### src/rtl/agu_mod_seq.sv
// rtl/agu_mod_seq.sv - address generator: linear, modulo (circular buffer) and bit-reverse sequences
// M is read once per sequence from an external register file; addresses stream out with valid/ready.
module agu_mod_seq #(
  parameter int ADDR_W = 16
) (
  input  logic              Clk,
  input  logic              reset,
  input  logic              start,
  input  logic [1:0]        rsel,
  input  logic [ADDR_W-1:0] base,
  input  logic [ADDR_W-1:0] offset,
  input  logic [ADDR_W-1:0] count,
  output logic [1:0]        m_raddr,
  input  logic [ADDR_W-1:0] m_data,
  output logic [ADDR_W-1:0] addr_out,
  output logic              addr_valid,
  input  logic              addr_ready,
  output logic              busy,
  output logic              done
);

  typedef enum logic [1:0] {IDLE, LOADM, EMIT, FIN} state_t;

  state_t            state_q, state_d;
  logic [1:0]        rsel_q, rsel_d;
  logic [ADDR_W-1:0] base_q, base_d;
  logic [ADDR_W-1:0] offset_q, offset_d;
  logic [ADDR_W-1:0] count_q, count_d;
  logic [ADDR_W-1:0] m_q, m_d;
  logic [ADDR_W-1:0] lower_q, lower_d;
  logic [ADDR_W-1:0] upper_q, upper_d;
  logic [ADDR_W-1:0] remaining_q, remaining_d;
  logic [ADDR_W-1:0] addr_q, addr_d;
  logic [ADDR_W-1:0] mask;
  logic [ADDR_W-1:0] sum;
  logic [ADDR_W-1:0] span;
  logic [ADDR_W-1:0] next_addr;
  logic signed [ADDR_W+1:0] t_s, lo_s, hi_s;

  function automatic logic [ADDR_W-1:0] bitrev(input logic [ADDR_W-1:0] v);
    logic [ADDR_W-1:0] r;
    for (int i = 0; i < ADDR_W; i++) r[i] = v[ADDR_W-1-i];
    return r;
  endfunction

  // Ones at and below the MSB of v, i.e. 2^k-1 for the smallest k with 2^k > v.
  function automatic logic [ADDR_W-1:0] smear(input logic [ADDR_W-1:0] v);
    logic [ADDR_W-1:0] r;
    logic              acc;
    acc = 1'b0;
    for (int i = ADDR_W - 1; i >= 0; i--) begin
      acc  = acc | v[i];
      r[i] = acc;
    end
    return r;
  endfunction

  // Wrap decisions use a widened signed sum so carries out of the top bit are not lost.
  always_comb begin
    sum  = addr_q + offset_q;
    span = m_q + ADDR_W'(1);
    t_s  = $signed({2'b00, addr_q}) + $signed({{2{offset_q[ADDR_W-1]}}, offset_q});
    lo_s = $signed({2'b00, lower_q});
    hi_s = $signed({2'b00, upper_q});
    if (m_q == '0) begin
      next_addr = bitrev(bitrev(addr_q) + bitrev(offset_q));
    end else if (m_q[ADDR_W-1]) begin
      next_addr = sum;
    end else if (!offset_q[ADDR_W-1] && (t_s > hi_s)) begin
      next_addr = sum - span;
    end else if (offset_q[ADDR_W-1] && (t_s < lo_s)) begin
      next_addr = sum + span;
    end else begin
      next_addr = sum;
    end
  end

  always_comb begin
    state_d     = state_q;
    rsel_d      = rsel_q;
    base_d      = base_q;
    offset_d    = offset_q;
    count_d     = count_q;
    m_d         = m_q;
    lower_d     = lower_q;
    upper_d     = upper_q;
    remaining_d = remaining_q;
    addr_d      = addr_q;
    mask        = smear(m_data);
    unique case (state_q)
      IDLE: begin
        if (start) begin
          rsel_d   = rsel;
          base_d   = base;
          offset_d = offset;
          count_d  = count;
          state_d  = LOADM;
        end
      end
      LOADM: begin
        m_d         = m_data;
        lower_d     = base_q & ~mask;
        upper_d     = (base_q & ~mask) + m_data;
        remaining_d = count_q;
        if (count_q == '0) begin
          state_d = FIN;
        end else begin
          addr_d  = base_q;
          state_d = EMIT;
        end
      end
      EMIT: begin
        if (addr_ready) begin
          if (remaining_q == ADDR_W'(1)) begin
            state_d = FIN;
          end else begin
            remaining_d = remaining_q - ADDR_W'(1);
            addr_d      = next_addr;
          end
        end
      end
      FIN: state_d = IDLE;
      default: state_d = IDLE;
    endcase
  end

  always_ff @(posedge Clk or posedge reset) begin
    if (reset) begin
      state_q     <= IDLE;
      rsel_q      <= '0;
      base_q      <= '0;
      offset_q    <= '0;
      count_q     <= '0;
      m_q         <= '0;
      lower_q     <= '0;
      upper_q     <= '0;
      remaining_q <= '0;
      addr_q      <= '0;
    end else begin
      state_q     <= state_d;
      rsel_q      <= rsel_d;
      base_q      <= base_d;
      offset_q    <= offset_d;
      count_q     <= count_d;
      m_q         <= m_d;
      lower_q     <= lower_d;
      upper_q     <= upper_d;
      remaining_q <= remaining_d;
      addr_q      <= addr_d;
    end
  end

  assign m_raddr    = rsel_q;
  assign addr_out   = addr_q;
  assign addr_valid = (state_q == EMIT);
  assign busy       = (state_q != IDLE);
  assign done       = (state_q == FIN);

endmodule

### config.mk
export PLATFORM = sky130hd
export DESIGN_NAME = agu_mod_seq
export DESIGN_NICKNAME = d
export VERILOG_FILES = /design/src/rtl/agu_mod_seq.sv
export SDC_FILE = /design/constraint.sdc
export NUM_CORES = 1
export LEC_CHECK = 0
export CAP_MARGIN = 10
export CORE_MARGIN = 2
export CORE_UTILIZATION = 60
export DETAILED_ROUTE_END_ITERATION = 8
export GPL_TIMING_DRIVEN = 0
export PLACE_DENSITY = 0.82
export REMOVE_ABC_BUFFERS = 1
export SYNTH_ARGS = -nofsm -noshare
export SYNTH_HDL_FRONTEND = slang
export SYNTH_SLANG_ARGS = --single-unit
### constraint.sdc
create_clock -name Clk -period 4.56 [get_ports Clk]
set_input_delay 0.456 -clock Clk [delete_from_list [all_inputs] [get_ports Clk]]
set_output_delay 0.456 -clock Clk [all_outputs]
set_load 0.02 [all_outputs]
==> flow_summary.json <==
{
  "outcome": "finished, violations left",
  "violations": "negative setup slack",
  "cts.clk_slew.worst_paths_ps": 70,
  "crit_path_end_kind": "register",
  "cts_inserted_buffers": 17,
  "multiInputGateArea_sq_um": 7293,
  "postCtsHoldBufs": 0,
  "dr.first_iter.drc_count": 1042,
  "yosysMostFrequentCell": "dfrtp_1",
  "synth-edff-count": 0,
  "path_cells": "ha_4 -> a21oi_1 -> nor2b_2 -> nor4_4 -> nor2_2 -> nor3_2 -> nor3b_2 -> o21ai_2 -> xnor2_2 -> buf_4 -> ha_1 -> o21ai_0 -> o21ai_1 -> o21ai_2 -> o21ai_0 -> o21ai_2 -> a32o_2 -> buf_4 -> nand2_1 -> o211ai_1 -> a221oi_1 -> o21ai_1",
  "vias_per_cell": 6.363,
  "drive_above_1_share": 0.1853,
  "yosys-top-cells-area": "dfrtp_1, ha_1, mux2_2, a21oi_1, o21ai_0",
  "grt_pass1_vias": 9406,
  "critPathMostFrequentCell": "o21ai_2",
  "max_clock_freq_mhz": 218.2,
  "hpwl_mm": 22.16,
  "syn_area_sq_um": 10710,
  "cts_root_buf": "clkbuf_16",
  "vias": 9843,
  "grt_pass1_wl_mm": 48.77,
  "htreeDepth": 4,
  "firstDrtPassIters": 5,
  "grt_max_degree": 94,
  "clkSinkCount": 132,
  "worst_pin_slew_ps": 1048,
  "synth-seq-cells": 132,
  "syn_area_per_cell_sq_um": 8.768,
  "finalClockSkew_ps": 9.194,
  "report.final.hold_viol_count": 0,
  "required_ps": 4850,
  "synth_top_area_share": 0.3086,
  "fill_cells": 1216,
  "ys_types": 90,
  "ys.flop_type": "dfrtp_1",
  "dieArea_sq_um": 18930,
  "gp_congestion": 0.9003,
  "coreArea_sq_um": 17360,
  "clkLatencyLatePin_ps": 440,
  "slew-limit-headroom": 0.3013,
  "nets": 1487,
  "cts_tree": "built",
  "reg2reg_from": "addr_out[3]",
  "antenna_found_initial": 0,
  "max_cap_viol_count": 0,
  "area_delta_synth_final_pct": 21.98,
  "crit_arrival_ps": 4870,
  "crit_start": "addr_out[3]",
  "overflow": 0,
  "fin_util": 0.7524,
  "rsz0062_at_grt": "yes",
  "reg2reg_slack_ps": -20,
  "crit_family": "compound AO/OA/AOI/OAI gates",
  "start_kind": "register",
  "routed_wl_mm": 31.67,
  "critPathMaxFanout": 10,
  "setup_ws_ps": -23.48,
  "slowest_delay_ps": 450,
  "drtAntennaViolNets": 0,
  "min_period_ps": 4583,
  "wl_per_cell_um": 20.47,
  "place_ws_ps": -1175,
  "initial_core_util": 0.6168,
  "io-pin-count": 91,
  "synth_top_area_cell": "dfrtp_1",
  "yosysSeqAreaShare": 0.3086,
  "critical_path_class": "register to register",
  "crit_buf_inv": 2,
  "synthArstFlopShare": 1.000,
  "die_y_um": 137.6,
  "yosys-top-cells-count": "dfrtp_1, ha_1, inv_1, nand2_1, a21oi_1",
  "whs_ps": 403.3,
  "die_w_um": 137.6,
  "setup_viol": 2,
  "post-route-period-util": 1.005,
  "port_buffers": 90,
  "antennaDiodeCount": 0,
  "row_count": 48,
  "drv_slew": 0,
  "yosysWarningCount": 0,
  "netlist_instances": 1221,
  "clk_path_buf_depth": 2,
  "grtUsageTotal": 0.3377,
  "seq_area_sq_um": 3307,
  "hp-class": "input port to async pin",
  "drc": 0,
  "cp_slowest_cell": "dfrtp_1",
  "tns_ps": -36.45
}
## cell type report
| type | instances | share of cell area |
|---|---|---|
| multi-input combinational | 934 | 0.5585 |
| sequential | 132 | 0.2532 |
| timing repair buffer | 127 | 0.09457 |
| clock buffer | 17 | 0.03258 |
| inverter | 97 | 0.02865 |
| tap | 225 | 0.02156 |
| clock inverter | 15 | 0.01092 |
## repair_timing
item / CTS / global route
setup buffers: 9 / 25
gates resized for setup: 53 / 54
pin swaps: 13 / 42
setup endpoints to repair: 23 / 22
## per-stage QoR
step	std cells	instance area, sq um
6_report	1547	13060
5_1_grt	1547	13060
4_1_cts	1522	12580
3_5_place_dp	1481	11700
3_3_place_gp	1478	11610
2_1_floorplan	1163	10430
## cells by family (layout without fill, tap and decap cells)
| logic type | count (synthesis) | in the layout | synth area share |
|---|---|---|---|
| flops | 132 | 132 | 0.3086 |
| buf+inv | 155 | 256 | 0.05949 |
| mux | 75 | 75 | 0.07807 |
| compound gates | 330 | 330 | 0.2052 |
| simple gates | 373 | 373 | 0.1789 |
| xor+xnor | 48 | 48 | 0.03997 |
| fa+ha+maj | 108 | 108 | 0.1297 |
## metal layers
layer / up-vias / GRT usage / wire, um
li1: 4584 / - / -
met1: 4745 / 0.4497 / 13390
met2: 415 / 0.5348 / 14780
met3: 99 / 0.06218 / 2170
met4: 0 / 0.1552 / 1320
met5: - / 0 / 0
## final timing paths
check / to / depth (start not counted)
min reg2reg: base_q[10] / 1
max: addr_out[2] / 22
min: base_q[6] / 2
max reg2reg: addr_out[2] / 22
min in group Clk: lower_q[15] / 2
max in group asynchronous: lower_q[15] / 3
## cell usage in the layout, fill, tap and decap left out, drive strengths merged, types with 6 or more instances in the layout
| cell | netlist | routed |
|---|---|---|
| a211oi | 13 | 13 |
| a21o | 18 | 18 |
| a21oi | 85 | 85 |
| a221o | 7 | 7 |
| a221oi | 12 | 12 |
| a31oi | 13 | 13 |
| and2 | 8 | 8 |
| and3 | 17 | 17 |
| buf | 33 | 37 |
| clkbuf | 25 | 17 |
| clkdlybuf4s50 | 0 | 86 |
| clkinv | 1 | 6 |
| dfrtp | 132 | 132 |
| ha | 103 | 103 |
| inv | 96 | 102 |
| mux2 | 68 | 68 |
| mux2i | 7 | 7 |
| nand2 | 91 | 91 |
| nand2b | 15 | 15 |
| nand3 | 33 | 33 |
| nand3b | 6 | 6 |
| nand4 | 9 | 9 |
| nor2 | 77 | 77 |
| nor2b | 14 | 14 |
| nor3 | 45 | 45 |
| nor3b | 8 | 8 |
| nor4 | 10 | 10 |
| o211ai | 10 | 10 |
| o21a | 14 | 14 |
| o21ai | 99 | 99 |
| o21bai | 6 | 6 |
| o221ai | 8 | 8 |
| o22ai | 10 | 10 |
| or3 | 19 | 19 |
| xnor2 | 34 | 34 |
| xor2 | 14 | 14 |
## state kept, by name, summed over array words and instances, names as in the netlist
signal / flops
addr_out: 16
base_q: 16
count_q: 16
lower_q: 16
m_q: 16
offset_q: 16
remaining_q: 16
upper_q: 16
m_raddr: 2
state_q: 2
Power is not shown: default switching activity piles up to over one toggle a cycle in this logic, so the estimate is an artifact.
